--- src/rtl/seq_multiplier_wb.sv ---
// rtl/seq_multiplier_wb.sv - multi-cycle 16x16 shift-add multiplier writing its product back to the register bank
module seq_multiplier_wb #(
  parameter int DATA_W = 16,
  parameter int REG_AW = 3
) (
  input  logic              clk,
  input  logic              rst_n,
  input  logic              start,
  input  logic [DATA_W-1:0] op_a,
  input  logic [DATA_W-1:0] op_b,
  input  logic [REG_AW-1:0] dest_sel,
  input  logic              hi_en,
  output logic              busy,
  output logic              done,
  output logic              wr_en,
  output logic [REG_AW-1:0] wr_sel,
  output logic [DATA_W-1:0] wr_data
);

  localparam int PROD_W = 2 * DATA_W;
  localparam int CNT_W  = $clog2(DATA_W);

  typedef enum logic [1:0] {
    IDLE  = 2'd0,
    CALC  = 2'd1,
    WB_LO = 2'd2,
    WB_HI = 2'd3
  } state_t;

  state_t              state_q;
  logic [PROD_W-1:0]   acc_q;
  logic [PROD_W-1:0]   acc_d;
  logic [PROD_W-1:0]   mcand_q;
  logic [DATA_W-1:0]   mplr_q;
  logic [CNT_W-1:0]    count_q;
  logic [REG_AW-1:0]   dest_q;
  logic                hi_en_q;
  logic                busy_q;
  logic                done_q;
  logic                wr_en_q;
  logic [REG_AW-1:0]   wr_sel_q;
  logic [DATA_W-1:0]   wr_data_q;

  // The final CALC cycle's add is folded into acc_d so the low word is ready for WB_LO.
  always_comb begin
    acc_d = acc_q;
    if (mplr_q[0]) begin
      acc_d = acc_q + mcand_q;
    end
  end

  always_ff @(posedge clk or negedge rst_n) begin
    if (!rst_n) begin
      state_q   <= IDLE;
      acc_q     <= '0;
      mcand_q   <= '0;
      mplr_q    <= '0;
      count_q   <= '0;
      dest_q    <= '0;
      hi_en_q   <= 1'b0;
      busy_q    <= 1'b0;
      done_q    <= 1'b0;
      wr_en_q   <= 1'b0;
      wr_sel_q  <= '0;
      wr_data_q <= '0;
    end else begin
      case (state_q)
        IDLE: begin
          if (start) begin
            mcand_q <= PROD_W'(op_a);
            mplr_q  <= op_b;
            dest_q  <= dest_sel;
            hi_en_q <= hi_en;
            acc_q   <= '0;
            count_q <= '0;
            busy_q  <= 1'b1;
            state_q <= CALC;
          end
        end
        CALC: begin
          acc_q   <= acc_d;
          mcand_q <= mcand_q << 1;
          mplr_q  <= mplr_q >> 1;
          count_q <= count_q + CNT_W'(1);
          if (count_q == CNT_W'(DATA_W - 1)) begin
            state_q   <= WB_LO;
            wr_en_q   <= 1'b1;
            wr_sel_q  <= dest_q;
            wr_data_q <= acc_d[DATA_W-1:0];
            done_q    <= !hi_en_q;
          end
        end
        WB_LO: begin
          if (hi_en_q) begin
            state_q   <= WB_HI;
            wr_sel_q  <= dest_q + REG_AW'(1);
            wr_data_q <= acc_q[PROD_W-1:DATA_W];
            done_q    <= 1'b1;
          end else begin
            state_q <= IDLE;
            wr_en_q <= 1'b0;
            done_q  <= 1'b0;
            busy_q  <= 1'b0;
          end
        end
        WB_HI: begin
          state_q <= IDLE;
          wr_en_q <= 1'b0;
          done_q  <= 1'b0;
          busy_q  <= 1'b0;
        end
        default: begin
          state_q <= IDLE;
          wr_en_q <= 1'b0;
          done_q  <= 1'b0;
          busy_q  <= 1'b0;
        end
      endcase
    end
  end

  assign busy    = busy_q;
  assign done    = done_q;
  assign wr_en   = wr_en_q;
  assign wr_sel  = wr_sel_q;
  assign wr_data = wr_data_q;

endmodule

--- config.mk ---
export PLATFORM = sky130hd
export DESIGN_NAME = seq_multiplier_wb
export DESIGN_NICKNAME = d
export VERILOG_FILES = /design/src/rtl/seq_multiplier_wb.sv
export SDC_FILE = /design/constraint.sdc
export NUM_CORES = 1
export LEC_CHECK = 0
export CAP_MARGIN = 10
export CELL_PAD_IN_SITES_DETAIL_PLACEMENT = 0
export CELL_PAD_IN_SITES_GLOBAL_PLACEMENT = 1
export CORE_MARGIN = 3
export CORE_UTILIZATION = 44
export DETAILED_ROUTE_END_ITERATION = 6
export PLACE_DENSITY = 0.9
export SLEW_MARGIN = 20
export SYNTH_ARGS = -nofsm -noshare
export SYNTH_HDL_FRONTEND = slang
export SYNTH_SLANG_ARGS = --single-unit
--- constraint.sdc ---
create_clock -name clk -period 3.8 [get_ports clk]
set_clock_uncertainty 0.15 [all_clocks]
set_input_delay 0.95 -clock clk [delete_from_list [all_inputs] [get_ports clk]]
set_output_delay 0.95 -clock clk [all_outputs]
set_load 0.02 [all_outputs]
**After elaboration in Yosys (flattened, before gate mapping)**

Index checks and enable logic that the tools add are counted.

- Flip-flop bits (word level): 112
- Input bits: 39
- Output and inout bits: 22

- Add/sub/neg operators: 3
- Eq/ne operators: 9
- Multiplexer cells: 27
- Reduce and logical (&&, ||, !) cells: 14

Operators with widths:

| kind | number |
|---|---|
| $pmux 32 s2 | 2 |
| $mux 32 | 3 |
| $pmux 16 s2 | 2 |
| $mux 16 | 3 |
| $add 32x32->32 | 1 |
| $reduce_and 3->1 | 4 |
| $ne 2x2->1 const B | 5 |
| $pmux 1 s3 | 3 |
| $pmux 2 s4 | 1 |
| $pmux 4 s2 | 1 |
| $reduce_and 2->1 | 4 |
| $mux 2 | 3 |
| $mux 3 | 2 |
| $pmux 3 s2 | 1 |
| $reduce_bool 3->1 | 2 |
| $mux 1 | 5 |
| $add 4x1->4 const B | 1 |
| $eq 2x2->1 const B | 2 |
| $eq 4x4->1 const B | 1 |
| $mux 4 | 1 |
| $reduce_bool 2->1 | 2 |
| $add 3x1->3 const B | 1 |
| $eq 2x1->1 const B | 1 |
| $logic_not 2->1 | 1 |
| $logic_not 1->1 | 1 |

**Logic depth before layout (Yosys ltp)**

- Depth after elaboration: 4
- Gate-level depth with buffers: 10
- Gate-level depth less buffers: 10

**Worst setup path before layout**

Ideal clock, no wire load.

- Path type: reg2reg
- Start point: register acc_q[0]
- End point: register wr_data_q[14] (netlist: wr_data[14])
- Library setup time: 94 ps
- Arrival time: 2506 ps
- Required time: 3556 ps
- Path slack: 1050 ps
- Stages on the path, launching flop included: 11
- Buffers on the path: 0
- Period minus slack after synthesis: 2750 ps
- Cell sequence: dfrtp_1 ha_1 fa_1 a21o_2 nand4_1 a211oi_1 or3_1 a21boi_0 xnor2_1 mux2i_1 a211oi_1

- Word-level cells in the longest chain between the ends: 4

RTL lines:

| what | RTL line | source |
|---|---|---|
| start: declaration | 31 | `logic [PROD_W-1:0] acc_q;` |
| start signal: assignment | 55 | `acc_q <= '0;` |
| start signal: assignment | 74 | `acc_q <= '0;` |
| start signal: assignment | 81 | `acc_q <= acc_d;` |
| $add 32x32->32 | 48 | `acc_d = acc_q + mcand_q;` |
| $mux 32 | 47 | `if (mplr_q[0]) begin` |
| $mux 16 | 85 | `if (count_q == CNT_W'(DATA_W - 1)) begin` |
| $pmux 16 s2 | 67 | `case (state_q)` |
| end signal: assignment | 89 | `wr_data_q <= acc_d[DATA_W-1:0];` |
| end signal: assignment | 97 | `wr_data_q <= acc_q[PROD_W-1:DATA_W];` |
| end: declaration | 42 | `logic [DATA_W-1:0] wr_data_q;` |

Every way passes these cells. The select of a mux whose other input is x is not followed.
A chain may end at the register's enable or synchronous reset.

**Worst setup path after layout**

- Start point: register acc_q[0]
- End point: register acc_q[20]

- Word-level cells in the longest chain between the ends: 3

RTL lines:

| what | RTL line |
|---|---|
| $add 32x32->32 | 48 |
| $mux 32 | 47 |
| $pmux 32 s2 | 67 |

Every way passes these cells. The select of a mux whose other input is x is not followed.

==> flow_summary.ini <==
[outcome]
outcome = finished, final reports clean

[detailed_routing]
wl_um = 16800
detailedRoute.firstIterationViolations = 384
detail_route.drc_violations = 0
via_count = 5607
antenna_violating_nets_post_route = 0
firstDrtPassIters = 4
wl_per_cell_um = 17.3
vias_per_cell = 5.75

[floorplan]
placeableCoreArea_mm2 = 0.0141
floorplan.rows = 43
num_io_pins = 61
initial_utilization_pct = 45.7
die_width_um = 127
die-height_um = 127
fp.dieArea_mm2 = 0.0161

[clocking]
cts.path.max_buffers = 2
clock_insertion_delay_worst_skew_ns = 0.36
cts-htree-levels = 3
root_buffer = sky130_fd_sc_hd__clkbuf_16
worst_setup_hold_path_clk_slew_ns = 0.07
holdBufCountCts = 0
cts_made_buffers = 9
cts_repair_resize_count = 0
postCtsSetupBuffers = 0
tritoncts_num_sinks = 112
cts_tree = built

[critical_path]
r2r_start = acc_q[0]$_DFFE_PN0P_
crit_path_cell_trace = ha_1, fa_1, a21o_2, nand4_1, a211oi_1, or3_1, a21oi_1, o21ai_0, a211oi_1, o31ai_1
critPathMaxFanout = 3
timing.rr.end = acc_q[20]$_DFFE_PN0P_
worstSetupEndpointType = register
timing.reg2reg.worst_path_depth = 10
worst_setup_path_start_kind = register
critical_path.n_buffers_inverters = 0
rrSetupSlack_ns = 0.69
timing.critical_path.max_delay_family = compound AO/OA/AOI/OAI gates
required_time_at_the_worst_slack_endpoint_ns = 3.88
worst_path_largest_cell_delay_ns = 0.43
crit_top_cell = sky130_fd_sc_hd__a211oi_1
timing.critical_path.arrival_ns = 3.20
timing.setup.critical_path_class = register to register
critical_path.slowest_cell = sky130_fd_sc_hd__fa_1

[yosys]
post_synth_inst_count = 752
synth-async-reset-ratio_pct = 100
synth.largest_area_cell = sky130_fd_sc_hd__dfrtp_1
postSynthRegisterBits = 112
yosys.cell_count.top_type = sky130_fd_sc_hd__nand2_1
synth-seq-area-share_pct = 43.5
syn_area_per_cell_um2 = 8.57
synth.net_count = 825
synth-main-ff-cell = sky130_fd_sc_hd__dfrtp_1
synth_edf_count = 0
syn_area_mm2 = 0.00644
most_area_consuming_cells_after_synthesis = sky130_fd_sc_hd__dfrtp_1 43%, sky130_fd_sc_hd__nand2_1 9.5%, sky130_fd_sc_hd__ha_1 6.4%, sky130_fd_sc_hd__o21ai_0 5.7%, sky130_fd_sc_hd__a21oi_1 3.8%
yosysWarnings = 0
yosys.cell_types.count = 59
post_synth_most_frequent_cells = 163 x sky130_fd_sc_hd__nand2_1, 112 x sky130_fd_sc_hd__dfrtp_1, 73 x sky130_fd_sc_hd__o21ai_0
netlist.area_leader.share_pct = 43.5

[sta]
relative_slew_slack_pct = 31.6
fmaxAchievable_mhz = 321
finalCritPeriodShare_pct = 81.9
unrepaired_setup_endpoints_after_global_routing = false
slew_viol_final = 0
slew_at_the_pin_closest_to_its_max_slew_limit_ns = 1.02
finalSetupViolCount = 0
accumulated_negative_setup_slack_ns = 0
period_minus_slack_ns = 3.11
final_hold_viol_count = 0

[power_and_ir_drop]
power_report.internal_total_w = 0.00410
pnr_total_power_w = 0.00770
power_frac_clock_pct = 11.6
netSwitchingFraction_pct = 46.7
p_switching_w = 0.00360
p_per_area_mw_per_mm2 = 1030
peakVddDrop_mv = 0.329
leakagePower_nw = 3.28
combPwrFrac_pct = 59.1
power.sequential.fraction_pct = 29.3

[global_routing]
global_route.overflow_total = 0
antenna_violations_before_repair = 0
wire_length_of_the_first_global_routing_pass_um = 27600
groute.usage.overall_pct = 21.3
grt_pass1_vias = 5353
grt_start_max_net_pins = 75

[final_layout]
area_growth_syn_to_layout_pct = 16.1
nNetsFinal = 865
antenna_cells_inserted = 0
layout-drive-gt1-share_pct = 5.91

[place]
routabilityCongestion = 0.909
port-buffer-count = 60
dpl.hpwl_um = 11800

[min_path]
worstHoldEndpoint = wr_data[2]$_DFFE_PN0P_
min_delay_path_depth = 2
worst_hold_startpoint = wr_data[2]$_DFFE_PN0P_
worstHoldPathType = register to register

[run]
max-cap-violations = 0
-- kinds of logic (layout without fill, tap and decap cells) --
kind of cell,after synthesis,count (layout),share of synthesized area (%)
mux,13,13,2.02
fa+ha+maj,34,34,6.72
xor+xnor,22,22,2.99
flops,112,112,43.5
simple gates,299,299,20.5
buf+inv,52,95,3.09
compound gates,220,220,21.2
-- worst register-to-register path, delay by kind of cell (launching register included) --
family,cells,cell delay (ns)
adder cells (fa/ha/maj),2,0.71
AND/OR/NAND/NOR,2,0.55
AO/OA/AOI/OAI,6,1.17
flip-flops,1,0.40
-- registers in the layout (all words and copies together), names as in the netlist --
signal	flops
busy	1
state_q	2
hi_en_q	1
dest_q	3
wr_en	1
wr_data	16
done	1
wr_sel	3
mplr_q	16
count_q	4
mcand_q	32
acc_q	32
-- power groups by stage --
stage          clock, W  sequential (W)  combinational [W]
6_report       0.000892         0.00225            0.00455
5_1_grt        0.000950         0.00233            0.00511
4_1_cts        0.000915         0.00225            0.00455
3_5_place_dp          0         0.00227            0.00454
3_3_place_gp          0         0.00224            0.00444
2_1_floorplan         0         0.00221            0.00330
-- placed cells by master (no fill, tap or decap), types with 5 or more instances in the layout --
cell type,n
sky130_fd_sc_hd__a211oi_1,8
sky130_fd_sc_hd__a21o_1,14
sky130_fd_sc_hd__a21oi_1,49
sky130_fd_sc_hd__a31oi_1,33
sky130_fd_sc_hd__buf_4,11
sky130_fd_sc_hd__clkbuf_16,9
sky130_fd_sc_hd__clkdlybuf4s50_1,59
sky130_fd_sc_hd__dfrtp_1,112
sky130_fd_sc_hd__ha_1,33
sky130_fd_sc_hd__inv_1,10
sky130_fd_sc_hd__mux2i_1,13
sky130_fd_sc_hd__nand2_1,163
sky130_fd_sc_hd__nand3_1,27
sky130_fd_sc_hd__nand4_1,5
sky130_fd_sc_hd__nor2_1,62
sky130_fd_sc_hd__nor2b_1,6
sky130_fd_sc_hd__nor3_1,7
sky130_fd_sc_hd__o21ai_0,73
sky130_fd_sc_hd__o21ai_1,6
sky130_fd_sc_hd__o21bai_1,5
sky130_fd_sc_hd__or3_1,5
sky130_fd_sc_hd__xnor2_1,13
sky130_fd_sc_hd__xor2_1,9
-- routing by layer --
layer	vias to the layer above	part of all wire [%]	track usage (%)
met4	0	2.9	7.82
met1	2699	45	28.5
met5	-	0	0
met3	26	5.9	5.43
met2	162	46	33.6
li1	2720	-	-
-- area by class of cell --
class / count / area (um^2)
fillers: 1306 / 6610
multi-input cells: 588 / 3460
flip-flops and latches: 112 / 2800
repair buffers: 71 / 693
clock buffers: 10 / 239
well taps: 180 / 225
inverters: 10 / 37.5
clock inverters: 4 / 22.5
-- worst max-delay path by stage --
stage | start | to | slack, ns | depth (start not counted)
global placement | start | acc_q[28]$_DFFE_PN0P_ | 0.61 | 6
detailed placement | acc_q[0]$_DFFE_PN0P_ | acc_q[20]$_DFFE_PN0P_ | 0.75 | 10
global route | mcand_q[0]$_DFFE_PN0P_ | acc_q[20]$_DFFE_PN0P_ | 0.52 | 10
floorplan | acc_q[0]$_DFFE_PN0P_ | wr_data[14]$_DFFE_PN0P_ | 1.05 | 10
finish | acc_q[0]$_DFFE_PN0P_ | acc_q[20]$_DFFE_PN0P_ | 0.69 | 10
CTS | acc_q[0]$_DFFE_PN0P_ | acc_q[20]$_DFFE_PN0P_ | 0.71 | 10
-- stage by stage --
stage	cell area [um^2]	std cells	hold WS [ns]	util, %	worst slack (ns)
floorplan	6440	752	0.299	-	1.05
global placement	7220	961	0.311	51.2	0.613
detailed placement	7220	961	0.328	51.2	0.747
CTS	7480	975	0.342	53.1	0.710
global route	7480	975	0.365	53.1	0.517
finish	7480	975	0.335	53.1	0.688
Note: power is estimated with default switching activity, not from simulation.
